$ cat src/rtl/i2c_master_arbiter.sv
// ---------------------------------------------------------------------------
// i2c_master_arbiter
//
// Shares a single i2c_master between NREQ requesters. Requesters are served
// round-robin. Each transaction is a single-byte read or write. The arbiter
// latches the winner's address, data and direction, then drives the master
// enable/ready handshake. It returns read data to the requester, followed by
// either a done pulse or, if a phase stalls, a watchdog err pulse.
//
// Ports
//   clk_i          system clock, rising edge
//   rst_ni         asynchronous active-low reset
//   req_i          request level per requester
//   req_addr_i     packed 7-bit slave addresses, slice i = [7i+6:7i]
//   req_data_i     packed 8-bit write data, slice i = [8i+7:8i]
//   req_rw_i       per requester: 0 = write, 1 = read
//   gnt_o          one-hot grant, high while the requester owns the master
//   done_o         one-cycle pulse on successful completion
//   err_o          one-cycle pulse on watchdog abort
//   rd_data_o      read data captured at read completion, held until next read
//   m_addr_o       address to the master
//   m_data_in_o    write data to the master
//   m_rw_o         direction to the master
//   m_enable_o     enable to the master
//   m_ready_i      master ready (high = idle)
//   m_data_out_i   master read data
// ---------------------------------------------------------------------------
module i2c_master_arbiter #(
    parameter int               NREQ    = 4,
    parameter int               TMO_W   = 16,
    parameter logic [TMO_W-1:0] TMO_CYC = 16'd50000
) (
    input  logic                clk_i,
    input  logic                rst_ni,
    input  logic [NREQ-1:0]     req_i,
    input  logic [7*NREQ-1:0]   req_addr_i,
    input  logic [8*NREQ-1:0]   req_data_i,
    input  logic [NREQ-1:0]     req_rw_i,
    output logic [NREQ-1:0]     gnt_o,
    output logic [NREQ-1:0]     done_o,
    output logic [NREQ-1:0]     err_o,
    output logic [7:0]          rd_data_o,
    output logic [6:0]          m_addr_o,
    output logic [7:0]          m_data_in_o,
    output logic                m_rw_o,
    output logic                m_enable_o,
    input  logic                m_ready_i,
    input  logic [7:0]          m_data_out_i
);

    localparam int IDX_W = (NREQ > 1) ? $clog2(NREQ) : 1;
    localparam logic [NREQ-1:0]  ONE_HOT0 = {{(NREQ-1){1'b0}}, 1'b1};
    localparam logic [IDX_W-1:0] LAST_IDX = IDX_W'(NREQ - 1);

    typedef enum logic [1:0] {
        S_IDLE,
        S_ISSUE,
        S_BUSY,
        S_FIN
    } state_e;

    state_e             state_q, state_d;
    logic [NREQ-1:0]    gnt_q, gnt_d;
    logic [NREQ-1:0]    done_q, done_d;
    logic [NREQ-1:0]    err_q, err_d;
    logic [7:0]         rd_data_q, rd_data_d;
    logic [6:0]         m_addr_q, m_addr_d;
    logic [7:0]         m_data_q, m_data_d;
    logic               m_rw_q, m_rw_d;
    logic               m_enable_q, m_enable_d;
    logic [IDX_W-1:0]   rr_ptr_q, rr_ptr_d;
    logic [IDX_W-1:0]   g_q, g_d;
    logic [TMO_W-1:0]   wdog_q, wdog_d;

    logic [6:0]         addr_arr [NREQ];
    logic [7:0]         data_arr [NREQ];

    logic               sel_vld;
    logic [IDX_W-1:0]   sel_idx;
    logic [IDX_W-1:0]   cand_idx;
    int                 cand;
    logic               timeout;
    logic [IDX_W-1:0]   next_ptr;

    // Unpack the flat requester buses into per-requester arrays.
    for (genvar gi = 0; gi < NREQ; gi++) begin : g_unpack
        assign addr_arr[gi] = req_addr_i[7*gi +: 7];
        assign data_arr[gi] = req_data_i[8*gi +: 8];
    end

    // Round-robin pick: scan offsets from the highest down so that the
    // smallest offset from rr_ptr is the last to overwrite the selection.
    always_comb begin
        sel_vld  = 1'b0;
        sel_idx  = '0;
        cand     = 0;
        cand_idx = '0;
        for (int k = NREQ - 1; k >= 0; k--) begin
            cand     = (int'(rr_ptr_q) + k) % NREQ;
            cand_idx = cand[IDX_W-1:0];
            if (req_i[cand_idx]) begin
                sel_vld = 1'b1;
                sel_idx = cand_idx;
            end
        end
    end

    // The watchdog holds the number of cycles already spent in the phase.
    // Reaching TMO_CYC therefore aborts on the edge TMO_CYC+1 cycles after
    // the phase was entered.
    assign timeout  = (wdog_q == TMO_CYC);
    assign next_ptr = (g_q == LAST_IDX) ? '0 : g_q + 1'b1;

    // State register
    always_ff @(posedge clk_i or negedge rst_ni) begin
        if (!rst_ni) begin
            state_q <= S_IDLE;
        end else begin
            state_q <= state_d;
        end
    end

    // Next-state logic. Handshake progress takes priority over a watchdog
    // expiry that occurs in the same cycle.
    always_comb begin
        state_d = state_q;
        case (state_q)
            S_IDLE:  if (sel_vld && m_ready_i) state_d = S_ISSUE;
            S_ISSUE: begin
                if (!m_ready_i)   state_d = S_BUSY;
                else if (timeout) state_d = S_IDLE;
            end
            S_BUSY: begin
                if (m_ready_i)    state_d = S_FIN;
                else if (timeout) state_d = S_IDLE;
            end
            S_FIN:   state_d = S_IDLE;
            default: state_d = S_IDLE;
        endcase
    end

    // Output / datapath next-state logic. Every output is registered.
    always_comb begin
        gnt_d      = gnt_q;
        done_d     = '0;
        err_d      = '0;
        rd_data_d  = rd_data_q;
        m_addr_d   = m_addr_q;
        m_data_d   = m_data_q;
        m_rw_d     = m_rw_q;
        m_enable_d = m_enable_q;
        rr_ptr_d   = rr_ptr_q;
        g_d        = g_q;
        wdog_d     = wdog_q;
        case (state_q)
            S_IDLE: begin
                if (sel_vld && m_ready_i) begin
                    gnt_d      = ONE_HOT0 << sel_idx;
                    g_d        = sel_idx;
                    m_addr_d   = addr_arr[sel_idx];
                    m_data_d   = data_arr[sel_idx];
                    m_rw_d     = req_rw_i[sel_idx];
                    m_enable_d = 1'b1;
                    wdog_d     = '0;
                end
            end
            S_ISSUE: begin
                if (!m_ready_i) begin
                    m_enable_d = 1'b0;
                    wdog_d     = '0;
                end else if (timeout) begin
                    err_d      = gnt_q;
                    gnt_d      = '0;
                    m_enable_d = 1'b0;
                    rr_ptr_d   = next_ptr;
                    wdog_d     = '0;
                end else begin
                    wdog_d = wdog_q + 1'b1;
                end
            end
            S_BUSY: begin
                if (m_ready_i) begin
                    // done is asserted for the whole FIN cycle
                    done_d = gnt_q;
                    if (m_rw_q) rd_data_d = m_data_out_i;
                end else if (timeout) begin
                    err_d      = gnt_q;
                    gnt_d      = '0;
                    m_enable_d = 1'b0;
                    rr_ptr_d   = next_ptr;
                    wdog_d     = '0;
                end else begin
                    wdog_d = wdog_q + 1'b1;
                end
            end
            S_FIN: begin
                gnt_d    = '0;
                rr_ptr_d = next_ptr;
            end
            default: ;
        endcase
    end

    always_ff @(posedge clk_i or negedge rst_ni) begin
        if (!rst_ni) begin
            gnt_q      <= '0;
            done_q     <= '0;
            err_q      <= '0;
            rd_data_q  <= 8'h00;
            m_addr_q   <= '0;
            m_data_q   <= '0;
            m_rw_q     <= 1'b0;
            m_enable_q <= 1'b0;
            rr_ptr_q   <= '0;
            g_q        <= '0;
            wdog_q     <= '0;
        end else begin
            gnt_q      <= gnt_d;
            done_q     <= done_d;
            err_q      <= err_d;
            rd_data_q  <= rd_data_d;
            m_addr_q   <= m_addr_d;
            m_data_q   <= m_data_d;
            m_rw_q     <= m_rw_d;
            m_enable_q <= m_enable_d;
            rr_ptr_q   <= rr_ptr_d;
            g_q        <= g_d;
            wdog_q     <= wdog_d;
        end
    end

    assign gnt_o       = gnt_q;
    assign done_o      = done_q;
    assign err_o       = err_q;
    assign rd_data_o   = rd_data_q;
    assign m_addr_o    = m_addr_q;
    assign m_data_in_o = m_data_q;
    assign m_rw_o      = m_rw_q;
    assign m_enable_o  = m_enable_q;

endmodule

$ cat config.mk
export PLATFORM = sky130hd
export DESIGN_NAME = i2c_master_arbiter
export DESIGN_NICKNAME = d
export VERILOG_FILES = /design/src/rtl/i2c_master_arbiter.sv
export SDC_FILE = /design/constraint.sdc
export NUM_CORES = 1
export LEC_CHECK = 0
export ABC_AREA = 1
export BUFFER_PORTS_ARGS = -buffer_cell sky130_fd_sc_hd__buf_2
export CAP_MARGIN = 15
export CELL_PAD_IN_SITES_DETAIL_PLACEMENT = 0
export CELL_PAD_IN_SITES_GLOBAL_PLACEMENT = 1
export CORE_MARGIN = 5
export CORE_UTILIZATION = 36
export DETAILED_ROUTE_END_ITERATION = 10
export PLACE_DENSITY = 0.87
export RECOVER_POWER = 100
export SYNTH_ARGS = -nofsm -noshare
export SYNTH_HDL_FRONTEND = slang
export SYNTH_SLANG_ARGS = --single-unit
export TNS_END_PERCENT = 20
$ cat constraint.sdc
create_clock -name clk_i -period 2.2 [get_ports clk_i]
set_input_delay 0 -clock clk_i [delete_from_list [all_inputs] [get_ports clk_i]]
set_output_delay 0 -clock clk_i [all_outputs]
set_load 0.01 [all_outputs]
==> reports/summary.txt <==
slew of the pin with the lowest slew margin - 1280 ps
fin crit share - 88.7%
number of CTS-inserted buffers - 9
Sw Ratio - 49.1%
number of max-slew violations in the final report - 0
Int Power - 3.10 mW
total design power - 6.08 mW
Cell variety after synth - 30
IR drop worst, VDD - 0.551 mV
number of buffers on the longest clock path - 2
Setup crit start kind - register
average via count per standard cell - 4.90
post-DR wirelength/cell - 13.6 µm
vias in the first global route - 4,064
CP Data Required Time - 2490 ps
GR Util All Layers - 18.3%
share of post-route cells with drive strength above 1 - 18.6%
Sinks on Clock Net - 59
number of DRC markers after the initial detailed-route iteration - 247
count of buffers from port buffering - 115
Max Cap Viol - 0
RSZ-0062 raised after global routing - false
worst clock skew - 9.60 ps
remaining global-route overflow - 0
prevailing post-synth register cell - dfrtp_1
sequential element share of the synthesized area - 38.0%
root buf cell - clkbuf_8
number of nets with antenna violations after routing - 0
Post-Synthesis Mean Instance Area - 6.83 µm²
min cycle time layout - 1950 ps
number of endpoints with negative hold slack in the final report - 0
Filler Cells Inserted - 1,152
Cell Pwr Density - 1250 mW/mm²
final HPWL from detailed placement - 8750 µm
area of the multi-input gates - 0.00209 mm²
proportion of power drawn by the clock network - 16.6%
syn_nets - 656
Slew HR - 14.7%
area of all sequential standard cells - 0.00148 mm²
number of H-tree levels - 3
sequential group share of total power - 26.8%
count of vias placed by the detailed router - 4,118
Area growth syn-to-layout - 24.8%
asr flop ratio synth - 100%
number of endpoints failing setup at the final stage - 0
Worst Path Class, Setup - register to register
top library cells by usage in the layout, fill and taps aside - nand2_1 (241), buf_2 (77), nand3_1 (69)
leakage power total - 2.60 nW
total detailed-routing wirelength - 11,500 µm
top fanout value on the critical path - 32
reg-to-reg setup timing slack - 250 ps
clock insertion delay at the later pin of the skew report - 350 ps
wire length of the first global-routing pass - 19,100 µm
DRC - 0
Ports - 116
Max Clock Freq - 513 MHz
Reg clk slew, reported paths - 80 ps
height of the die - 114 µm
cell chain of the critical path - xnor2_1 -> nand2_1 -> nand3_1 -> nand2_1 -> nand2_2 -> buf_6 -> nand3_1 -> nand2_1 -> nand2_1 -> nand2_1 -> nand2_1 -> nand2_1
fraction of power consumed by combinational cells - 56.6%
number of synthesized flops with an enable pin - 0
status - complete, no violations
worst-case setup margin in the final layout - 249 ps
flop and latch count out of synthesis - 59
most common library cell in the layout ignoring fill and taps - nand2_1
path class of the lowest-slack min-delay path - primary input to register
Core Rows - 38
Net Switching - 2.98 mW
CP Capture Type - register
weighted congestion at the end of routability-driven global placement - 0.843
largest net degree at the start of global routing - 36
Syn. warnings - 0
Critical path buffers and inverters - 1
Nets - 782
critical path data arrival time - 2240 ps
number of iterations in the first detailed-routing pass - 5
x dimension of the die - 114 µm
synthesized cell area - 0.00389 mm²
antenna violations before repair - 0
pre-CTS setup slack - 151 ps
Diodes inserted - 0
Placeable Area - 0.0107 mm²
initial core utilization - 36.4%
cell type group with the largest total delay on the critical path - simple AND/OR/NAND/NOR gates
post-synthesis cell count - 569
cell with the biggest individual delay on the critical path - dfrtp_2
Most common cell on crit path - nand2_1
worst stage delay on the critical path - 490 ps
CTS tree - yes
setup TNS - 0 ps
overall die area - 0.0130 mm²
power groups by stage:
stage	Combinational, mW	Sequential [mW]	Clock (mW)
6_report	3.44	1.63	1.01
2_1_floorplan	2.54	1.69	0
4_1_cts	3.51	1.63	1.04
5_1_grt	3.96	1.68	1.08
3_3_place_gp	3.45	1.63	0
3_5_place_dp	3.49	1.64	0
synth_stat cells, types with 4 or more instances:
| master | count | share of area, % |
|---|---|---|
| xor2_1 | 7 | 1.6 |
| nand3_2 | 4 | 1.0 |
| nand4_1 | 11 | 1.8 |
| a21oi_1 | 12 | 1.5 |
| buf_6 | 4 | 1.2 |
| nor2_1 | 21 | 2.0 |
| inv_1 | 45 | 4.3 |
| o21ai_1 | 15 | 1.9 |
| nor3_1 | 15 | 1.9 |
| nand3_1 | 69 | 8.9 |
| mux2_2 | 8 | 2.3 |
| ha_1 | 8 | 2.6 |
| buf_2 | 10 | 1.3 |
| nand2_1 | 240 | 23 |
| buf_4 | 5 | 0.97 |
| inv_2 | 5 | 0.48 |
| o21ai_0 | 13 | 1.7 |
| dfrtp_1 | 59 | 38 |
per-stage QoR:
step	util, %	instances	hold slack (ps)	cell area, µm²
after floorplan	-	569	-296	3890
after detailed placement	43.1	815	11.0	4610
after CTS	45.8	840	17.2	4900
final	45.4	840	31.4	4850
after global routing	45.4	840	60.8	4850
after global placement	43.1	815	-6.10	4610
final cells by class:
type                       count  share of cell area, %
multi-input combinational    438                   43.0
sequential                    59                   30.4
timing repair buffer         137                   14.9
inverter                      50                   3.92
tap                          140                   3.61
clock buffer                   9                   2.55
clock inverter                 7                   1.60
cells by family (layout without fill, tap and decap cells):
family                   count (synthesis)  after routing  synth area share [%]
AND/OR/NAND/NOR                        368            368                  40.2
buffers and inverters                   72            203                  8.53
flip-flops                              59             59                  38.0
AO/OA/AOI/OAI                           45             45                  6.37
XOR/XNOR                                 9              9                  2.03
adder cells (fa/ha/maj)                  8              8                  2.57
multiplexers                             8              8                  2.32
worst register-to-register path, delay by kind of cell, from the launching register on:
kind          cells  cell delay (ps)
simple gates     10              920
buf+inv           1              250
flops             1              490
xor+xnor          1              240
routing by layer:
layer  wire, µm  global-route usage [%]
met1       4880                    23.4
met2       5520                    30.3
met3        808                    4.19
met4        242                    6.25
met5          0                       0
registers in the layout (all words and copies together) (netlist names):
| signal | count |
|---|---|
| wdog_q | 16 |
| m_data_in_o | 8 |
| state_q | 2 |
| done_o | 4 |
| m_addr_o | 7 |
| m_enable_o | 1 |
| g_q | 2 |
| err_o | 4 |
| m_rw_o | 1 |
| rr_ptr_q | 2 |
| rd_data_o | 8 |
| gnt_o | 4 |
path summary, 6_finish.rpt:
check,start,end,cells past startpoint
max in group asynchronous,rst_ni,wdog_q[13]$_DFFE_PN0P_,3
min,req_addr_i[9],m_addr_o[2]$_DFFE_PN0P_,7
min in group asynchronous,rst_ni,m_data_in_o[0]$_DFFE_PN0P_,2
min reg2reg,m_data_in_o[0]$_DFFE_PN0P_,m_data_in_o[0]$_DFFE_PN0P_,2
max,rr_ptr_q[0]$_DFFE_PN0P_,m_data_in_o[3]$_DFFE_PN0P_,12
max reg2reg,rr_ptr_q[0]$_DFFE_PN0P_,m_data_in_o[3]$_DFFE_PN0P_,12
timing repair:
| item | in CTS | in global routing |
|---|---|---|
| resized for setup | 0 | 7 |
| hold buffers | 9 | 0 |
| setup endpoints to repair | 0 | 28 |
| buffers inserted | 0 | 0 |
| endpoints found under the hold margin | 28 | 0 |
Power figures use the tool's default switching activity.
